### config.mk
export PLATFORM = sky130hd
export DESIGN_NAME = scan_loader
export DESIGN_NICKNAME = d
export VERILOG_FILES = /design/src/rtl/scan_loader_pkg.sv /design/src/rtl/scan_serializer.sv /design/src/rtl/scan_loader.sv
export SDC_FILE = /design/constraint.sdc
export NUM_CORES = 1
export LEC_CHECK = 0
export CELL_PAD_IN_SITES_DETAIL_PLACEMENT = 0
export CELL_PAD_IN_SITES_GLOBAL_PLACEMENT = 1
export CORE_MARGIN = 8
export CORE_UTILIZATION = 35
export CTS_BUF_LIST = sky130_fd_sc_hd__clkbuf_2
export DETAILED_ROUTE_END_ITERATION = 10
export DONT_BUFFER_PORTS = 1
export PLACE_DENSITY = 0.59
export SKIP_CTS_REPAIR_TIMING = 1
export SYNTH_ARGS = -nofsm -noshare
export SYNTH_HDL_FRONTEND = slang
export SYNTH_HIERARCHICAL = 1
export SYNTH_SLANG_ARGS = --single-unit
### constraint.sdc
create_clock -name scan_clk -period 2.8 [get_ports scan_clk]
set_input_delay 0.56 -clock scan_clk [delete_from_list [all_inputs] [get_ports scan_clk]]
set_output_delay 0.56 -clock scan_clk [all_outputs]
set_load 0.02 [all_outputs]
### src/rtl/scan_loader_pkg.sv
// Shared types and helpers for the configuration scan loader.
package scan_loader_pkg;

    // Loader phase: idle, shifting the routing chain, shifting the CLB chain.
    typedef enum logic [1:0] {
        ST_IDLE = 2'd0,
        ST_CONN = 2'd1,
        ST_CLB  = 2'd2
    } state_t;

    // Number of whole input words needed to cover a chain of 'bits' bits.
    function automatic int words_for(input int bits, input int width);
        return (bits + width - 1) / width;
    endfunction

endpackage

### src/rtl/scan_serializer.sv
// One-word holding shifter. Emits the held word LSB first, one bit per
// shift cycle, and asks for the next word while its last useful bit is
// leaving so that back-to-back words shift with no bubble.
module scan_serializer #(
    parameter int WORD_WIDTH = 8
) (
    input  logic                  clk,
    input  logic                  rst_n,
    input  logic                  clear,
    input  logic                  active,
    input  logic                  chain_last,
    input  logic                  more_words,
    input  logic [WORD_WIDTH-1:0] word_in,
    input  logic                  word_valid,
    output logic                  word_ready,
    output logic                  take,
    output logic                  full,
    output logic                  full_next,
    output logic                  bit_next
);

    localparam int IDX_W = (WORD_WIDTH > 1) ? $clog2(WORD_WIDTH) : 1;
    localparam logic [IDX_W-1:0] IDX_LAST = IDX_W'(WORD_WIDTH - 1);
    localparam logic [IDX_W-1:0] IDX_ZERO = IDX_W'(0);
    localparam logic [IDX_W-1:0] IDX_ONE  = IDX_W'(1);

    logic [WORD_WIDTH-1:0] hold_r;
    logic [WORD_WIDTH-1:0] hold_next;
    logic [IDX_W-1:0]      idx_r;
    logic [IDX_W-1:0]      idx_next;
    logic                  full_r;
    logic                  last_useful;

    // Last-useful-bit detect and ready: ready never looks at word_valid.
    always_comb begin
        last_useful = full_r && ((idx_r == IDX_LAST) || chain_last);
        word_ready  = active && more_words && (!full_r || last_useful);
        take        = word_ready && word_valid;
        full        = full_r;
    end

    // Next holding-register contents: load, shift, drain or hold.
    always_comb begin
        hold_next = hold_r;
        idx_next  = idx_r;
        full_next = full_r;
        if (clear) begin
            full_next = 1'b0;
            idx_next  = IDX_ZERO;
        end else if (take) begin
            hold_next = word_in;
            idx_next  = IDX_ZERO;
            full_next = 1'b1;
        end else if (full_r && last_useful) begin
            full_next = 1'b0;
            idx_next  = IDX_ZERO;
        end else if (full_r) begin
            hold_next = hold_r >> 1'b1;
            idx_next  = idx_r + IDX_ONE;
        end else begin
            full_next = 1'b0;
        end
        bit_next = hold_next[0];
    end

    // Holding register, bit index and occupancy flag.
    always_ff @(posedge clk or negedge rst_n) begin
        if (!rst_n) begin
            hold_r <= {WORD_WIDTH{1'b0}};
            idx_r  <= IDX_ZERO;
            full_r <= 1'b0;
        end else begin
            hold_r <= hold_next;
            idx_r  <= idx_next;
            full_r <= full_next;
        end
    end

endmodule

### src/rtl/scan_loader.sv
// Configuration bitstream driver: streams packed words into the routing
// (conn) scan chain, then the CLB scan chain, with optional readback compare.
module scan_loader
    import scan_loader_pkg::*;
#(
    parameter int CONN_CHAIN_LEN = 64,
    parameter int CLB_CHAIN_LEN  = 32,
    parameter int WORD_WIDTH     = 8
) (
    input  logic                  scan_clk,
    input  logic                  rst_n,
    input  logic                  start,
    input  logic                  verify,
    input  logic [WORD_WIDTH-1:0] word_in,
    input  logic                  word_valid,
    output logic                  word_ready,
    output logic                  conn_scan_in,
    output logic                  conn_scan_en,
    input  logic                  conn_scan_out,
    output logic                  clb_scan_in,
    output logic                  clb_scan_en,
    input  logic                  clb_scan_out,
    output logic                  busy,
    output logic                  done,
    output logic                  error
);

    localparam int CCW         = $clog2(CONN_CHAIN_LEN) + 1;
    localparam int LCW         = $clog2(CLB_CHAIN_LEN) + 1;
    localparam int TOTAL_WORDS = words_for(CONN_CHAIN_LEN, WORD_WIDTH)
                               + words_for(CLB_CHAIN_LEN, WORD_WIDTH);
    localparam int WCW         = $clog2(TOTAL_WORDS + 1);

    localparam logic [CCW-1:0] CONN_LAST  = CCW'(CONN_CHAIN_LEN - 1);
    localparam logic [LCW-1:0] CLB_LAST   = LCW'(CLB_CHAIN_LEN - 1);
    localparam logic [WCW-1:0] WORDS_ALL  = WCW'(TOTAL_WORDS);
    localparam logic [CCW-1:0] CONN_ZERO  = CCW'(0);
    localparam logic [LCW-1:0] CLB_ZERO   = LCW'(0);
    localparam logic [WCW-1:0] WORDS_ZERO = WCW'(0);

    state_t         state_r;
    state_t         state_next;
    logic [CCW-1:0] conn_cnt_r;
    logic [LCW-1:0] clb_cnt_r;
    logic [WCW-1:0] words_r;
    logic           verify_r;
    logic           busy_r;
    logic           done_r;
    logic           error_r;
    logic           conn_en_r;
    logic           conn_in_r;
    logic           clb_en_r;
    logic           clb_in_r;

    logic           start_acc;
    logic           in_conn;
    logic           in_clb;
    logic           shifting;
    logic           conn_at_last;
    logic           clb_at_last;
    logic           chain_last;
    logic           more_words;
    logic           mismatch;

    logic           ser_take;
    logic           ser_full;
    logic           ser_full_next;
    logic           ser_bit_next;

    // Phase decode, last-bit detect and readback compare of the bit on the pins.
    always_comb begin
        start_acc    = start && (state_r == ST_IDLE);
        in_conn      = (state_r == ST_CONN);
        in_clb       = (state_r == ST_CLB);
        shifting     = ser_full && (in_conn || in_clb);
        conn_at_last = in_conn && (conn_cnt_r == CONN_LAST);
        clb_at_last  = in_clb && (clb_cnt_r == CLB_LAST);
        chain_last   = conn_at_last || clb_at_last;
        more_words   = (words_r < WORDS_ALL);
        mismatch     = verify_r &&
                       ((conn_en_r && (conn_scan_out != conn_in_r)) ||
                        (clb_en_r && (clb_scan_out != clb_in_r)));
    end

    // Next phase: a chain ends on the edge that shifts its final bit.
    always_comb begin
        state_next = state_r;
        case (state_r)
            ST_IDLE: begin
                if (start) state_next = ST_CONN;
                else       state_next = ST_IDLE;
            end
            ST_CONN: begin
                if (shifting && conn_at_last) state_next = ST_CLB;
                else                          state_next = ST_CONN;
            end
            ST_CLB: begin
                if (shifting && clb_at_last) state_next = ST_IDLE;
                else                         state_next = ST_CLB;
            end
            default: state_next = ST_IDLE;
        endcase
    end

    scan_serializer #(
        .WORD_WIDTH (WORD_WIDTH)
    ) u_ser (
        .clk        (scan_clk),
        .rst_n      (rst_n),
        .clear      (start_acc),
        .active     (in_conn || in_clb),
        .chain_last (chain_last),
        .more_words (more_words),
        .word_in    (word_in),
        .word_valid (word_valid),
        .word_ready (word_ready),
        .take       (ser_take),
        .full       (ser_full),
        .full_next  (ser_full_next),
        .bit_next   (ser_bit_next)
    );

    // Phase register.
    always_ff @(posedge scan_clk or negedge rst_n) begin
        if (!rst_n) state_r <= ST_IDLE;
        else        state_r <= state_next;
    end

    // Per-chain bit counters and accepted-word count for the current load.
    always_ff @(posedge scan_clk or negedge rst_n) begin
        if (!rst_n) begin
            conn_cnt_r <= CONN_ZERO;
            clb_cnt_r  <= CLB_ZERO;
            words_r    <= WORDS_ZERO;
        end else if (start_acc) begin
            conn_cnt_r <= CONN_ZERO;
            clb_cnt_r  <= CLB_ZERO;
            words_r    <= WORDS_ZERO;
        end else begin
            if (shifting && in_conn) conn_cnt_r <= conn_cnt_r + CCW'(1);
            if (shifting && in_clb)  clb_cnt_r  <= clb_cnt_r + LCW'(1);
            if (ser_take)            words_r    <= words_r + WCW'(1);
        end
    end

    // Status flags: verify latched with start, done and sticky error.
    always_ff @(posedge scan_clk or negedge rst_n) begin
        if (!rst_n) begin
            verify_r <= 1'b0;
            busy_r   <= 1'b0;
            done_r   <= 1'b0;
            error_r  <= 1'b0;
        end else begin
            busy_r <= (state_next != ST_IDLE);
            if (start_acc) begin
                verify_r <= verify;
                done_r   <= 1'b0;
                error_r  <= 1'b0;
            end else begin
                if (shifting && clb_at_last) done_r  <= 1'b1;
                if (mismatch)                error_r <= 1'b1;
            end
        end
    end

    // Scan pins registered from the shifter's next contents; idle chain stays at 0.
    always_ff @(posedge scan_clk or negedge rst_n) begin
        if (!rst_n) begin
            conn_en_r <= 1'b0;
            conn_in_r <= 1'b0;
            clb_en_r  <= 1'b0;
            clb_in_r  <= 1'b0;
        end else begin
            conn_en_r <= ser_full_next && (state_next == ST_CONN);
            conn_in_r <= ser_full_next && (state_next == ST_CONN) && ser_bit_next;
            clb_en_r  <= ser_full_next && (state_next == ST_CLB);
            clb_in_r  <= ser_full_next && (state_next == ST_CLB) && ser_bit_next;
        end
    end

    assign conn_scan_en = conn_en_r;
    assign conn_scan_in = conn_in_r;
    assign clb_scan_en  = clb_en_r;
    assign clb_scan_in  = clb_in_r;
    assign busy         = busy_r;
    assign done         = done_r;
    assign error        = error_r;

endmodule

==> impl_metrics.ini <==
[clock_network]
clock_path_buffers = 2
htreeDepth = 2
clock-sinks = 39
clk_pin_slew_ns = 0.22
clock-root-buffer = clkbuf_2
cts_buffers = 5
insertion_delay_ns = 0.38
tritoncts = done

[drt]
wl_per_cell_um = 14.89
wl_um = 3871
ant_nets = 0
routed_via_density = 5.162
vias = 1342
drc = 0
drt_pass1_iterations = 4
first_iter_violations = 40

[layout]
final_cells = 260
nets = 211
multi_input_area_um2 = 935.9
diodes = 0
fillers = 556
syn_to_final_growth_pct = 9.258
drive_gt1_frac = 0.1117
seq_area_um2 = 975.9

[power]
p_leak_nw = 0.9692
pwr_density_cell_nw_per_um2 = 1057
peakVddDrop_mv = 0.3552

[logic_synthesis]
synth_top_area_share = 0.4946
synthTopCellsByArea = dfrtp_1, ha_1, mux2i_1, xor2_1, and4_1
synth-edff-count = 0
ys.flop_type = dfrtp_1
yosys.area.top_type = dfrtp_1
synth_cell_types = 40
postSynthAreaPerCell_um2 = 10.96
syn_nets = 204
async_reset_ff_frac = 1.000
yosysWarnings = 6
syn_inst = 180
ys_ff_latch = 39
syn-cell-area_um2 = 1973
yosysSeqAreaShare = 0.4946

[worst_setup_path]
crit_chain = ha_1 > nor2b_1 > a32o_1 > or3b_4 > and3_4
reg2reg_slack_ns = 0.54
path_delay_family = simple AND/OR/NAND/NOR gates
reg2reg_depth = 7
max_stage_delay_ns = 0.45
cp_num_buf_inv = 0
end_kind = output port
cp-endpoint = word_ready
r2r-start = clb_cnt_r[0]
worstSetupPathType = reg -> out
cp.required_ns = 2.24
arrival_ns = 2.10
rr_endpoint = clb_scan_en
critPathLaunchType = register
cp-startpoint = clb_cnt_r[0]
critPathMaxFanout = 4
crit_slowest_cell = dfrtp_1
cp.depth = 5

[sta]
finalSetupViolCount = 0
fin_crit_sh = 0.9509
worst_pin_slew_ns = 0.4424
drv_slew = 0
skew_ns = 0.03010
max_slew_margin = 0.7045
clock.fmax_mhz = 375.6
fin_crit_ns = 2.663
hold_viol = 0
rsz0062_at_grt = no
tns_ns = 0

[grt]
grt_pass1_wl_um = 6693
grt_pass1_vias = 1379
track_usage = 0.09953
overflow = 0
antenna_found_initial = 0
grt_max_degree = 40

[floorplan]
chipWidth_um = 91.09
core_area_um2 = 5473
row_count = 27
die_area_um2 = 8296
io_pins = 23
start_util = 0.3605
die_y_um = 91.09

[job]
maxCapViolations = 0

[placed_design]
io_buffers = 0
dp_cells = 248
routabilityCongestion = 0.7284
dp_hpwl_um = 2711

[outcome]
status = complete, no violations

[min_path]
hold_class = in -> reg
placed cells by master (no fill, tap or decap), types with 5 or more instances in the layout:
cell | netlist | routed
ha_1 | 9 | 9
clkbuf_2 | 0 | 5
nor2_1 | 18 | 18
a21oi_1 | 9 | 9
inv_1 | 6 | 6
mux2i_1 | 9 | 9
nand2_1 | 11 | 11
dfrtp_1 | 39 | 39
o2bb2ai_1 | 7 | 7
and4_1 | 8 | 8
xor2_1 | 9 | 9
cell usage after synthesis (3+ instances only):
| cell type | n |
|---|---|
| and4_1 | 8 |
| or3_1 | 4 |
| xnor2_1 | 3 |
| nand2_1 | 11 |
| dfrtp_1 | 39 |
| clkbuf_1 | 3 |
| nand3_1 | 3 |
| xor2_1 | 9 |
| inv_1 | 6 |
| mux2i_1 | 9 |
| buf_6 | 3 |
| nand4_1 | 4 |
| o21ai_1 | 4 |
| a22oi_1 | 3 |
| a21oi_1 | 9 |
| ha_1 | 9 |
| o2bb2ai_1 | 7 |
| nor2_1 | 18 |
where the power goes:
group          switching [W]  leakage (nW)  internal [W]  total [W]
Clock               0.000183        0.0404      0.000147   0.000330
Sequential          0.000224         0.484      0.000798    0.00102
Combinational       0.000499         0.445      0.000427   0.000926
cell families (layout without fill, tap and decap cells):
group                    Yosys count  after routing  share of synthesized area
flip-flops                        39             39                     0.4946
buffers and inverters             12             20                    0.03424
XOR/XNOR                          12             12                    0.05327
multiplexers                       9              9                    0.04566
AND/OR/NAND/NOR                   67             67                     0.1985
AO/OA/AOI/OAI                     32             32                     0.1167
adder cells (fa/ha/maj)            9              9                    0.05707
worst register-to-register path, stage by stage, from the launching register on:
cell,delay [ns]
dfrtp_1,0.45
ha_1,0.25
nor2b_1,0.16
a32o_1,0.26
or3b_4,0.40
a21o_1,0.29
inv_1,0.17
nor4b_1,0.23
stage by stage:
stage	total power, W	hold WS [ns]	setup WS [ns]	instance area (um2)	util
floorplan	0.001753	0.2644	0.4634	1973	-
global placement	0.001884	0.2657	0.4652	2033	0.3715
detailed placement	0.001924	0.2657	0.4492	2033	0.3715
CTS	0.002267	-0.2063	-0.02236	2097	0.3832
global route	0.002503	0.1959	0.004410	2156	0.3939
finish	0.002279	0.2599	0.1375	2156	0.3939
flip-flops by register name (all words and copies together), names as in the netlist:
register      cells
clb_cnt_r         6
error             1
busy              1
u_ser/hold_r      8
conn_cnt_r        7
clb_scan_in       1
verify_r          1
done              1
clb_scan_en       1
u_ser/full        1
state_r           2
words_r           4
conn_scan_en      1
conn_scan_in      1
u_ser/idx_r       3
final cells by class:
class / instances / area share
Sequential cell: 39 / 0.4527
Multi-Input combinational cell: 129 / 0.4341
Tap cell: 72 / 0.04179
Timing Repair Buffer: 6 / 0.03134
Clock inverter: 3 / 0.01799
Clock buffer: 5 / 0.01161
Inverter: 6 / 0.01045
worst min-delay path by stage:
stage                start       end  slack (ns)  cells past startpoint
floorplan            rst_n      busy        0.26                      0
global placement     rst_n  verify_r        0.27                      0
detailed placement   rst_n  verify_r        0.27                      0
CTS                  rst_n  verify_r       -0.21                      0
global route        verify  verify_r        0.20                      2
finish              verify  verify_r        0.26                      2
metal layers:
metal	up-vias	part of all wire	GRT usage
met2	15	0.50	0.1675
met3	5	0.034	0.03457
met4	0	0.010	0.03274
met1	662	0.46	0.1155
li1	660	-	-
met5	-	0	0
Power figures use the tool's default switching activity.
